$ cat config.mk
export PLATFORM = sky130hd
export DESIGN_NAME = core_mem_arbiter
export DESIGN_NICKNAME = d
export VERILOG_FILES = /design/src/rtl/core_mem_arbiter.sv
export SDC_FILE = /design/constraint.sdc
export NUM_CORES = 1
export LEC_CHECK = 0
export ABC_AREA = 1
export CORE_MARGIN = 3
export CORE_UTILIZATION = 25
export DETAILED_ROUTE_END_ITERATION = 10
export PLACE_DENSITY = 0.58
export SLEW_MARGIN = 20
export SYNTH_ARGS = -nofsm -noshare
export SYNTH_HDL_FRONTEND = slang
export SYNTH_SLANG_ARGS = --single-unit
$ cat constraint.sdc
create_clock -name clk -period 5.01 [get_ports clk]
set_input_delay 1.002 -clock clk [delete_from_list [all_inputs] [get_ports clk]]
set_output_delay 1.002 -clock clk [all_outputs]
set_load 0.05 [all_outputs]
$ cat src/rtl/core_mem_arbiter.sv
// core_mem_arbiter: merges the IFU fetch port and the LSU load/store port onto a single
// memory request/response port with one transaction outstanding. The request is held in
// registers until memory accepts it. The response goes back to its owner one cycle after
// memory returns it. A watchdog returns an error response if memory never answers.
// Optional feature macro: ARB_ROUND_ROBIN_EN. When it is defined, a conflict is granted to
// the master that was not granted last. When it is undefined, the LSU always wins.
module core_mem_arbiter #(
  parameter int unsigned ADDR_W      = 32,
  parameter int unsigned DATA_W      = 32,
  parameter int unsigned TIMEOUT_CYC = 255
) (
  input  logic                  clk,
  input  logic                  rst,
  // Instruction fetch port
  input  logic                  ifu_req_valid,
  output logic                  ifu_req_ready,
  input  logic [ADDR_W-1:0]     ifu_addr,
  output logic                  ifu_resp_valid,
  output logic [DATA_W-1:0]     ifu_resp_data,
  output logic                  ifu_resp_err,
  // Load/store port
  input  logic                  lsu_req_valid,
  output logic                  lsu_req_ready,
  input  logic [ADDR_W-1:0]     lsu_addr,
  input  logic                  lsu_we,
  input  logic [DATA_W-1:0]     lsu_wdata,
  input  logic [DATA_W/8-1:0]   lsu_wstrb,
  output logic                  lsu_resp_valid,
  output logic [DATA_W-1:0]     lsu_resp_data,
  output logic                  lsu_resp_err,
  // Memory port
  output logic                  mem_req_valid,
  input  logic                  mem_req_ready,
  output logic [ADDR_W-1:0]     mem_addr,
  output logic                  mem_we,
  output logic [DATA_W-1:0]     mem_wdata,
  output logic [DATA_W/8-1:0]   mem_wstrb,
  input  logic                  mem_resp_valid,
  input  logic [DATA_W-1:0]     mem_resp_data
);

  localparam int unsigned StrbW = DATA_W / 8;
  localparam int unsigned WdogW = 16;
  // The expiry is registered, so it is flagged in the cycle before the error response.
  // The error response therefore lands exactly TIMEOUT_CYC cycles after accept.
  localparam logic [WdogW-1:0] WdogLast = WdogW'(TIMEOUT_CYC - 2);

  localparam logic OwnIfu = 1'b0;
  localparam logic OwnLsu = 1'b1;

  typedef enum logic [1:0] {
    StIdle = 2'd0,
    StReq  = 2'd1,
    StResp = 2'd2
  } state_e;

  state_e              state_q, state_d;
  logic                owner_q, owner_d;
  logic [ADDR_W-1:0]   addr_q, addr_d;
  logic                we_q, we_d;
  logic [DATA_W-1:0]   wdata_q, wdata_d;
  logic [StrbW-1:0]    wstrb_q, wstrb_d;
  logic [WdogW-1:0]    wdog_q, wdog_d;

  logic                ifu_resp_valid_q, ifu_resp_valid_d;
  logic [DATA_W-1:0]   ifu_resp_data_q, ifu_resp_data_d;
  logic                ifu_resp_err_q, ifu_resp_err_d;
  logic                lsu_resp_valid_q, lsu_resp_valid_d;
  logic [DATA_W-1:0]   lsu_resp_data_q, lsu_resp_data_d;
  logic                lsu_resp_err_q, lsu_resp_err_d;

  logic                grant_lsu, grant_ifu;
  logic                accept_ok;
  logic                done, expire;
  logic [DATA_W-1:0]   resp_data;

`ifdef ARB_ROUND_ROBIN_EN
  logic                last_q, last_d;

  // Grant selection: on a conflict, the master that was not granted last wins.
  always_comb begin
    grant_lsu = lsu_req_valid;
    if (lsu_req_valid && ifu_req_valid) begin
      grant_lsu = (last_q == OwnIfu);
    end
    grant_ifu = ifu_req_valid && !grant_lsu;
  end

  // Last-owner flag: updated on every grant.
  always_comb begin
    last_d = last_q;
    if (lsu_req_ready) begin
      last_d = OwnLsu;
    end else if (ifu_req_ready) begin
      last_d = OwnIfu;
    end
  end

  // Last-owner register: reset to IFU so that the first conflict goes to the LSU.
  always_ff @(posedge clk) begin
    if (rst) begin
      last_q <= OwnIfu;
    end else begin
      last_q <= last_d;
    end
  end
`else
  // Grant selection: fixed priority, the LSU beats the IFU.
  always_comb begin
    grant_lsu = lsu_req_valid;
    grant_ifu = ifu_req_valid && !lsu_req_valid;
  end
`endif

  // Handshakes are possible only in idle. They are masked during reset so that a
  // request is never acknowledged and then lost.
  assign accept_ok     = (state_q == StIdle) && !rst;
  assign lsu_req_ready = accept_ok && grant_lsu;
  assign ifu_req_ready = accept_ok && grant_ifu;

  // FSM next state, request capture and watchdog.
  always_comb begin
    state_d = state_q;
    owner_d = owner_q;
    addr_d  = addr_q;
    we_d    = we_q;
    wdata_d = wdata_q;
    wstrb_d = wstrb_q;
    wdog_d  = wdog_q;
    done    = 1'b0;
    expire  = 1'b0;

    case (state_q)
      StIdle: begin
        if (lsu_req_ready) begin
          owner_d = OwnLsu;
          addr_d  = lsu_addr;
          we_d    = lsu_we;
          wdata_d = lsu_wdata;
          wstrb_d = lsu_wstrb;
          wdog_d  = '0;
          state_d = StReq;
        end else if (ifu_req_ready) begin
          owner_d = OwnIfu;
          addr_d  = ifu_addr;
          we_d    = 1'b0;
          wdata_d = '0;
          wstrb_d = '0;
          wdog_d  = '0;
          state_d = StReq;
        end
      end

      StReq: begin
        wdog_d = wdog_q + WdogW'(1);
        // A zero-latency memory answers in the same cycle it accepts the request.
        if (mem_req_ready && mem_resp_valid) begin
          done    = 1'b1;
          state_d = StIdle;
        end else if (wdog_q == WdogLast) begin
          expire  = 1'b1;
          state_d = StIdle;
        end else if (mem_req_ready) begin
          state_d = StResp;
        end
      end

      StResp: begin
        wdog_d = wdog_q + WdogW'(1);
        // A real answer wins over an expiry in the same cycle.
        if (mem_resp_valid) begin
          done    = 1'b1;
          state_d = StIdle;
        end else if (wdog_q == WdogLast) begin
          expire  = 1'b1;
          state_d = StIdle;
        end
      end

      default: begin
        state_d = StIdle;
      end
    endcase
  end

  // Response routing: one-cycle pulse to the owner. Data is zero for stores and errors.
  always_comb begin
    ifu_resp_valid_d = 1'b0;
    ifu_resp_data_d  = '0;
    ifu_resp_err_d   = 1'b0;
    lsu_resp_valid_d = 1'b0;
    lsu_resp_data_d  = '0;
    lsu_resp_err_d   = 1'b0;
    resp_data        = (done && !we_q) ? mem_resp_data : '0;

    if (done || expire) begin
      if (owner_q == OwnLsu) begin
        lsu_resp_valid_d = 1'b1;
        lsu_resp_data_d  = resp_data;
        lsu_resp_err_d   = expire;
      end else begin
        ifu_resp_valid_d = 1'b1;
        ifu_resp_data_d  = resp_data;
        ifu_resp_err_d   = expire;
      end
    end
  end

  // State and datapath registers. A synchronous reset aborts any transaction silently.
  always_ff @(posedge clk) begin
    if (rst) begin
      state_q          <= StIdle;
      owner_q          <= OwnIfu;
      addr_q           <= '0;
      we_q             <= 1'b0;
      wdata_q          <= '0;
      wstrb_q          <= '0;
      wdog_q           <= '0;
      ifu_resp_valid_q <= 1'b0;
      ifu_resp_data_q  <= '0;
      ifu_resp_err_q   <= 1'b0;
      lsu_resp_valid_q <= 1'b0;
      lsu_resp_data_q  <= '0;
      lsu_resp_err_q   <= 1'b0;
    end else begin
      state_q          <= state_d;
      owner_q          <= owner_d;
      addr_q           <= addr_d;
      we_q             <= we_d;
      wdata_q          <= wdata_d;
      wstrb_q          <= wstrb_d;
      wdog_q           <= wdog_d;
      ifu_resp_valid_q <= ifu_resp_valid_d;
      ifu_resp_data_q  <= ifu_resp_data_d;
      ifu_resp_err_q   <= ifu_resp_err_d;
      lsu_resp_valid_q <= lsu_resp_valid_d;
      lsu_resp_data_q  <= lsu_resp_data_d;
      lsu_resp_err_q   <= lsu_resp_err_d;
    end
  end

  assign mem_req_valid  = (state_q == StReq);
  assign mem_addr       = addr_q;
  assign mem_we         = we_q;
  assign mem_wdata      = wdata_q;
  assign mem_wstrb      = wstrb_q;

  assign ifu_resp_valid = ifu_resp_valid_q;
  assign ifu_resp_data  = ifu_resp_data_q;
  assign ifu_resp_err   = ifu_resp_err_q;
  assign lsu_resp_valid = lsu_resp_valid_q;
  assign lsu_resp_data  = lsu_resp_data_q;
  assign lsu_resp_err   = lsu_resp_err_q;

endmodule

==> results.md <==
* Ant diodes at 0
* Die extent in x at 158 um
* Max clock buf depth at 2
* Die footprint at 24800 um2
* Fmax achieved at 0.283 GHz
* Most common cell after layout, fill and taps aside: clkdlybuf4s50_1
* CP endpoint kind: output port
* Pwr/cell area at 417 nW/um2
* Post-route cell area at ~9300 um2
* DR vias at 5604
* Buf/Inv on CP at 2
* Tmin final at 3530 ps
* Max IR drop VDD at 0.218 mV
* CP startpoint kind: input pin
* Layout cells sized above 1 at 6.78%
* Setup violations, final at 0
* YS warnings at 0
* Die Y-Extent at between 150 and 200 um
* Cells after synthesis at 743
* Commonest cells after routing, fill and taps aside: clkdlybuf4s50_1 (276), nand2_1 (191), dfxtp_1 (156)
* GRT Util Overall at about 15%
* Pins Over Slew Limit at 0
* Hold-fix buffers at CTS at 0
* Critical Path AT at 2530 ps
* Leak Pwr at between 3 and 4 nW
* Worst-Margin Slew at 906 ps
* Post-DR wirelength/cell at 15.0 um
* Initial core utilization at 25.9%
* Main combinational cell family by area after synthesis: simple AND/OR/NAND/NOR gates
* Post-route worst setup slack at 1480 ps
* Layout area overhead at 62.0%
* Syn avg cell area at 7.74 um2
* Post-Syn Area at 5750 um2
* TritonCTS sink count at 156
* Kind of critical path: input pin to output port
* CP max FO at 3
* DRC at 0
* Slew HR at 39.6%
* First-pass GRT wire length at about 30000 um
* Worst-skew pair later-pin latency at 430 ps
* Post-Route Setup TNS at 0 ps
* Dpl cell area at 8720 um2
* Synth Register Bits at 156
* Crit path required time at 4010 ps
* Pin count of the biggest net entering global routing at 76
* Io pins at 279
* Hold Slack at about 460 ps
* Syn Nets at 887
* Vias in the first global route at 5445
* Post-CTS sizing at 0
* Via/cell ratio at 4.32
* Starting DRC count in detailed routing at 317
* Routed WL at 19500 um
* Root Buffer: clkbuf_16
* Worst-path cell chain: clkdlybuf4s50_1 -> nand3_2 -> nor2_1 -> clkdlybuf4s50_1
* Crit-path slowest cell: clkdlybuf4s50_1
* Hold crit path type: register to register
* Gr ovfl total at 0
* CP max stage delay at between 800 and 900 ps
* Total CTS buffers at 17
* Post-Synth Adder-Cell Area at 1.09%
* Final worst path period share at 70.5%
* Simple-Gate Fraction of Synth Area at 26.3%
* Pre-CTS setup slack at approximately 1500 ps
* CP most frequent cell: clkdlybuf4s50_1
* Post-synthesis compound-gate area fraction at 11.7%
* Register area share after synthesis at a little over half
* Maxcap violations at 0
* Yosys cell types at 27
* Final HPWL DP at 13800 um
* Gpl congestion at 0.785
* Antenna violations before repair at 0
* Drt pass-1 iters at 4
* Mux cell area share after synthesis at 0%
* H-tree Lvls at 4
* IO buf count at 278
* Core area at 22200 um2
* Delay-heaviest family, CP: buffers and inverters
* Clock-pin slew on the worst setup and hold paths at 70 ps
* Status: finished, final reports clean
* Fin. Hold Viols at 0
* TritonCTS clock tree: built
* Skew final at between 10 and 15 ps
* # rows at 54
* Post-synthesis xor/xnor area fraction at 0%
* Routed Antenna Nets at 0
* Post-layout nets at ~1100
* Postcts setup bufs at 0
* Unrepaired setup endpoints after global routing: no
## metal layers
layer / up-vias / track usage, % / wire (um) / part of all wire [%]
met4: 0 / 5.29 / 395 / 2.0
met3: 22 / 4.35 / 1340 / 6.9
met1: 2518 / 18.0 / 8150 / 42
met2: 185 / 26.6 / 9620 / 49
met5: - / 0 / 0 / 0
li1: 2879 / - / - / -
## synth_stat cells, drive strengths merged
cell type | count | share of area [%]
nand2 | 191 | 12
dfxtp | 156 | 54
nor2 | 154 | 11
a21oi | 84 | 7.3
o21ai | 40 | 3.5
inv | 36 | 2.4
buf | 23 | 2.9
clkbuf | 19 | 1.2
nand3 | 14 | 1.4
nor3 | 7 | 0.70
ha | 5 | 1.1
nand4 | 5 | 0.54
a211oi | 2 | 0.26
o21bai | 2 | 0.26
a31oi | 1 | 0.11
nand3b | 1 | 0.13
nor3b | 1 | 0.13
o211a | 1 | 0.17
o22ai | 1 | 0.11
## through the flow
| stage | cells | power [W] | util (%) |
|---|---|---|---|
| 2_1_floorplan | 743 | 0.00224 | - |
| 3_3_place_gp | 1266 | 0.00264 | 39.2 |
| 3_5_place_dp | 1266 | 0.00264 | 39.2 |
| 4_1_cts | 1298 | 0.00395 | 41.9 |
| 5_1_grt | 1298 | 0.00412 | 41.9 |
| 6_report | 1298 | 0.00388 | 41.9 |
## path summary, 6_finish.rpt
path	start	end	slack (ps)	cells after the start
hold / removal	mem_wdata[16]$_SDFFE_PP0P_	mem_wdata[16]$_SDFFE_PP0P_	460	2
setup reg to reg	state_q[0]$_SDFFE_PP0P_	mem_addr[19]$_SDFFE_PP0P_	2410	9
setup / recovery	ifu_req_valid	ifu_req_ready	1480	4
hold reg to reg	mem_wdata[16]$_SDFFE_PP0P_	mem_wdata[16]$_SDFFE_PP0P_	460	2
## tightest hold or removal path, delay by kind of cell, from the launching register on
family / cells / cell delay (ps)
flip-flops: 1 / 310
AO/OA/AOI/OAI: 1 / 50
AND/OR/NAND/NOR: 1 / 60
## kinds of logic after synthesis
group	after synthesis
AND/OR/NAND/NOR	373
flip-flops	156
AO/OA/AOI/OAI	131
buffers and inverters	78
adder cells (fa/ha/maj)	5
## report_power, final
group / switching [W] / internal (W)
Clock: 0.000612 / 0.000674
Sequential: 0.0000497 / 0.00133
Combinational: 0.000803 / 0.000415
## layout make-up
class	instances	area [um2]
Fill cell	2230	12900
Sequential cell	156	3120
Tap cell	280	350
Multi-Input combinational cell	509	2260
Clock buffer	17	425
Inverter	36	135
Timing Repair Buffer	285	2850
Clock inverter	15	169
## registers in the layout, indices dropped and copies added, names as in the netlist
register and cells:
mem_wstrb 4, mem_addr 32, lsu_resp_data 32, ifu_resp_data 32
ifu_resp_valid 1, wdog_q 16, lsu_resp_err 1, lsu_resp_valid 1
mem_we 1, ifu_resp_err 1, state_q 2, mem_wdata 32
owner_q 1
No activity file was read; power rests on OpenSTA's default activity.
